File: src/rtl/writeback_stage.sv
// Final pipeline stage: MEM/WB register, load extraction/extension, writeback select,
// load fault detection and a retired-instruction counter.
module writeback_stage #(
    parameter int XLEN  = 32,
    parameter int RET_W = 32
) (
    input  logic             clk,
    input  logic             rst,
    input  logic             ValidM,
    input  logic             StallW,
    input  logic             FlushW,
    input  logic             RegWriteM,
    input  logic [4:0]       RdM,
    input  logic [1:0]       ResultSrcM,
    input  logic [2:0]       Funct3M,
    input  logic [XLEN-1:0]  ALUResultM,
    input  logic [XLEN-1:0]  ReadDataM,
    input  logic [XLEN-1:0]  PCPlus4M,
    output logic             ValidW,
    output logic [4:0]       RdW,
    output logic [XLEN-1:0]  ResultW,
    output logic             RegWriteW,
    output logic             ExcW,
    output logic [RET_W-1:0] instret
);

    typedef enum logic [1:0] {
        RES_ALU  = 2'b00,
        RES_LOAD = 2'b01,
        RES_PC4  = 2'b10,
        RES_RSVD = 2'b11
    } res_src_e;

    localparam logic [2:0] F3_LB  = 3'b000;
    localparam logic [2:0] F3_LH  = 3'b001;
    localparam logic [2:0] F3_LW  = 3'b010;
    localparam logic [2:0] F3_LBU = 3'b100;
    localparam logic [2:0] F3_LHU = 3'b101;

    typedef struct packed {
        logic            valid;
        logic            regwrite;
        logic [4:0]      rd;
        res_src_e        src;
        logic [2:0]      funct3;
        logic [XLEN-1:0] alu;
        logic [XLEN-1:0] rdata;
        logic [XLEN-1:0] pc4;
    } w_reg_t;

    w_reg_t           w_q, w_d;
    logic [RET_W-1:0] instret_q, instret_d;

    logic [1:0]       off;
    logic [7:0]       byte_sel;
    logic [15:0]      half_sel;
    logic [XLEN-1:0]  load_data;
    logic             misaligned;
    logic             illegal_f3;
    logic             exc;
    logic             retire;

    // Flush outranks stall; a stall holds every field.
    always_comb begin
        // NOTE: every combinational output gets a default first, so no path can infer a latch.
        w_d = w_q;
        if (FlushW) begin
            w_d.valid    = 1'b0;
            w_d.regwrite = 1'b0;
        end else if (!StallW) begin
            w_d.valid    = ValidM;
            w_d.regwrite = RegWriteM;
            w_d.rd       = RdM;
            w_d.src      = res_src_e'(ResultSrcM);
            w_d.funct3   = Funct3M;
            w_d.alu      = ALUResultM;
            w_d.rdata    = ReadDataM;
            w_d.pc4      = PCPlus4M;
        end
    end

    // Load lane selection from the low address bits.
    always_comb begin
        off = w_q.alu[1:0];
        case (off)
            2'd0:    byte_sel = w_q.rdata[7:0];
            2'd1:    byte_sel = w_q.rdata[15:8];
            2'd2:    byte_sel = w_q.rdata[23:16];
            default: byte_sel = w_q.rdata[31:24];
        endcase
        half_sel = off[1] ? w_q.rdata[31:16] : w_q.rdata[15:0];
    end

    always_comb begin
        load_data  = '0;
        misaligned = 1'b0;
        illegal_f3 = 1'b0;
        case (w_q.funct3)
            F3_LB:  load_data = {{(XLEN-8){byte_sel[7]}}, byte_sel};
            F3_LBU: load_data = {{(XLEN-8){1'b0}}, byte_sel};
            F3_LH: begin
                load_data  = {{(XLEN-16){half_sel[15]}}, half_sel};
                misaligned = off[0];
            end
            F3_LHU: begin
                load_data  = {{(XLEN-16){1'b0}}, half_sel};
                misaligned = off[0];
            end
            F3_LW: begin
                load_data  = w_q.rdata;
                misaligned = (off != 2'd0);
            end
            default: illegal_f3 = 1'b1;
        endcase
    end

    always_comb begin
        ResultW = '0;
        case (w_q.src)
            RES_ALU:  ResultW = w_q.alu;
            RES_LOAD: ResultW = load_data;
            RES_PC4:  ResultW = w_q.pc4;
            default:  ResultW = '0;
        endcase
    end

    assign exc = w_q.valid &
                 ((w_q.src == RES_RSVD) |
                  ((w_q.src == RES_LOAD) & (misaligned | illegal_f3)));

    // An instruction leaves W when the register is not held, or when it is flushed out.
    assign retire    = w_q.valid & ~exc & (~StallW | FlushW);
    assign instret_d = retire ? instret_q + RET_W'(1) : instret_q;

    always_ff @(posedge clk) begin
        // NOTE: sequential state uses non-blocking assignments so all registers update together.
        if (rst) begin
            w_q       <= '0;
            instret_q <= '0;
        end else begin
            w_q       <= w_d;
            instret_q <= instret_d;
        end
    end

    assign ValidW    = w_q.valid;
    assign RdW       = w_q.rd;
    assign ExcW      = exc;
    assign RegWriteW = w_q.valid & w_q.regwrite & (w_q.rd != 5'd0) & ~exc;
    assign instret   = instret_q;

endmodule

File: config.mk
export PLATFORM = sky130hd
export DESIGN_NAME = writeback_stage
export DESIGN_NICKNAME = d
export VERILOG_FILES = /design/src/rtl/writeback_stage.sv
export SDC_FILE = /design/constraint.sdc
export NUM_CORES = 1
export LEC_CHECK = 0
export ABC_AREA = 0
export CORE_MARGIN = 2
export CORE_UTILIZATION = 40
export CTS_BUF_LIST = sky130_fd_sc_hd__clkbuf_16
export CTS_CLUSTER_DIAMETER = 100
export DETAILED_ROUTE_END_ITERATION = 7
export PLACE_DENSITY = 0.69
export REMOVE_ABC_BUFFERS = 1
export SLEW_MARGIN = 25
export SYNTH_ARGS = -nofsm -noshare
export SYNTH_HDL_FRONTEND = slang
export SYNTH_SLANG_ARGS = --single-unit
File: constraint.sdc
create_clock -name clk -period 2.26 [get_ports clk]
set_input_delay 0.452 -clock clk [delete_from_list [all_inputs] [get_ports clk]]
set_output_delay 0.452 -clock clk [all_outputs]
set_load 0.02 [all_outputs]
==> flow_summary_export.csv <==
group,metric,value,unit
run_status,result_of_the_run,"complete, but fails checks",
run_status,violations,"setup timing",
setup_path,worstPathArrival,2.03,ns
global_routing,largest_net_degree_at_the_start_of_global_routing,64,
clock_tree,cts_made_buffers,17,
sta,fin_tns_setup,-5.18,ns
sta,setup_ws,-0.222,ns
logic_synthesis,synth_cell_types,59,
cells_and_area,final_layout_size_suffix_gt1_share,20.4,%
logic_synthesis,synth_top_area_share,41.6,%
routing,detail_route.wirelength,20.7,mm
logic_synthesis,syn_avg_cell_area,8.00,um2
placement,hpwlAfterDp,14.4,mm
die,die_x,134,um
logic_synthesis,async_flop_share,0,%
clock_tree,cts-root-buf,"sky130_fd_sc_hd__clkbuf_16",
sta,grt_setup_unrepaired,"yes",
die,dieArea,17900,um2
clock_tree,insertion_delay,0.42,ns
clock_tree,cts.clk_slew.worst_paths,0.06,ns
clock_tree,clock_tree.htree_level_count,4,
routing,drt_iter0_markers,293,
logic_synthesis,ys_ff_latch,140,
setup_path,critPathKind,"reg2out",
logic_synthesis,cell_types_with_the_largest_area_share_after_synthesis,"sky130_fd_sc_hd__dfxtp_1 42%, sky130_fd_sc_hd__nand2_1 13%, sky130_fd_sc_hd__a21oi_1 8.9%, sky130_fd_sc_hd__mux2i_1 4.5%, sky130_fd_sc_hd__clkbuf_1 2.7%",
cells_and_area,layout-area-overhead-vs-synth,50.4,%
clock_tree,deepest_clock_path_buffer_count,2,
routing,route.vias.total,6629,
global_routing,via_count_of_the_first_global_routing_pass,6342,
routing,detailedRoute.firstPassIterationCount,4,
logic_synthesis,synth_cell_count_leaders,"230 x sky130_fd_sc_hd__nand2_1, 140 x sky130_fd_sc_hd__dfxtp_1, 120 x sky130_fd_sc_hd__a21oi_1",
die,placement_rows,47,
logic_synthesis,synthesis.instances,842,
sta,final.setup_skew,0.00559,ns
routing,drcViolationCount,0,
placement,post-place-ws,-0.609,ns
global_routing,grt_pass1_wl,33.1,mm
routing,met2WireLength,10.0,mm
sta,worstMarginPinSlew,0.405,ns
logic_synthesis,synth_sequential_area_ratio,41.6,%
die,floorplan.core_area,16500,um2
global_routing,gr-usage-all-layers,23.3,%
pwr,ir_worst_vdd,0.000556,V
min_path,hold_path.class,"in2reg",
logic_synthesis,yosys.cell_count.top_type,"sky130_fd_sc_hd__nand2_1",
flow_run,maxCapViolCount,0,
placement,gpl.final_weighted_congestion,0.855,
clock_tree,cts_tree,"done",
pwr,power.static_leakage,3.60,nW
sta,timing_hold_violations_final,0,
sta,achievable-frequency,403,MHz
placement,buffer_ports.inserted,183,
sta,finalMaxSlewViolations,0,
sta,period_needed,2.48,ns
setup_path,path_max_fanout,8,
routing,avgViaCountPerCell,5.17,
logic_synthesis,syn_area,6740,um2
setup_path,worst-endpoint-required,1.81,ns
setup_path,worst_setup_path_end_kind,"primary output",
sta,slew_headroom,72.8,%
die,start_util,40.8,%
die,die_y,134,um
global_routing,antenna_found_initial,1,
routing,ant_nets,0,
sta,final-setup-viol-count,32,
global_routing,overflow,0,
logic_synthesis,dominantRegCellSynth,"sky130_fd_sc_hd__dfxtp_1",
logic_synthesis,synth_enable_flop_cells,0,
routing,routed_length_on_met3,1.57,mm
die,ioPinCount,184,
logic_synthesis,warnings_from_yosys,0,
routing,top_signal_layer_used,"met4",
sta,final_min_period_over_clock_period,110,%
cells_and_area,num-nets-final,1161,
setup_path,element_type_at_the_critical_path_start,"flop",
clock_tree,clock-sinks,140,
pwr,power.density,644,nW/um2
routing,detail_route.wirelength.met1,8.72,mm
logic_synthesis,netlist.top_cell.by_area,"sky130_fd_sc_hd__dfxtp_1",
routing,routedWlPerCell,16.2,um
[flip-flops by register name (all words and copies together), names as in the netlist]
signal and count:
off 2, RdW 5, w_q 100, instret 32, ValidW 1
[through the flow]
| stage | hold slack, ns | instance area (um2) | instances | total power [mW] | util, % |
|---|---|---|---|---|---|
| 6_report | 0.424 | 10100 | 1282 | 6.52 | 61.3 |
| 5_1_grt | 0.431 | 10100 | 1282 | 6.77 | 61.3 |
| 4_1_cts | 0.423 | 9970 | 1280 | 6.55 | 60.3 |
| 3_5_place_dp | 0.446 | 9150 | 1242 | 3.51 | 55.4 |
| 3_3_place_gp | 0.439 | 9150 | 1242 | 3.50 | 55.4 |
| 2_1_floorplan | 0.427 | 6410 | 771 | 3.00 | - |
[power breakdown]
group          total, mW  switching, mW  internal (mW)
Sequential          2.62         0.0637           2.56
Combinational      0.897          0.435          0.462
Clock               3.01           1.07           1.93
Total               6.52           1.57           4.95
[what timing repair did]
action,in CTS,in global routing
setup endpoints to repair,34,35
buffers inserted,6,2
hold buffers,0,0
cloned,1,0
resized for setup,226,31
pin swaps,7,10
[placed cells by master, fill, tap and decap left out, drive strengths merged, types with 11 or more instances in the layout]
cell type,instances
xnor2,18
inv,30
nor2,31
o221ai,11
nor3,14
nand3,11
nand2,230
a21oi,120
mux2i,30
buf,110
dfxtp,140
clkdlybuf4s50,148
clkbuf,17
o22ai,14
nor4,13
o21ai,23
[critical path: stages (launching register included)]
cell	delay, ns
sky130_fd_sc_hd__dfxtp_4	0.37
sky130_fd_sc_hd__mux2_4	0.34
sky130_fd_sc_hd__mux2i_4	0.20
sky130_fd_sc_hd__nor4_4	0.06
sky130_fd_sc_hd__buf_12	0.15
sky130_fd_sc_hd__a221oi_4	0.22
sky130_fd_sc_hd__o22ai_2	0.13
sky130_fd_sc_hd__buf_6	0.14
[final cells by class]
type,instances,area [um2]
multi-input combinational,602,3800
inverter,29,109
timing repair buffer,258,2500
clock inverter,15,204
sequential,140,2820
fill,1406,6390
tap,220,275
clock buffer,17,425
antenna,1,2.50
[cells by family (layout without fill, tap and decap cells)]
logic type / count (synthesis) / in the layout / synth area share [%]
fa+ha+maj: 1 / 1 / 0.186
simple gates: 344 / 344 / 25.0
mux: 40 / 40 / 7.13
xor+xnor: 20 / 20 / 2.60
compound gates: 197 / 197 / 17.1
flops: 140 / 140 / 41.6
other cells: 0 / 1 / 0
buf+inv: 100 / 319 / 6.44
[path summary, 6_finish.rpt]
kind	from	endpoint	slack (ns)	depth (start not counted)
setup / recovery	off[1]	ResultW[10]	-0.22	7
hold / removal	rst	instret[15]	0.42	2
setup reg to reg	off[1]	instret[12]	0.11	9
hold reg to reg	w_q[69]	w_q[69]	0.45	2
[per-layer routing]
layer / GRT usage, % / vias up
met5: 0 / -
met2: 38.8 / 188
met3: 8.05 / 27
met1: 28.7 / 3117
met4: 6.56 / 0
li1: - / 3297
Note: power is estimated with default switching activity, not from simulation.
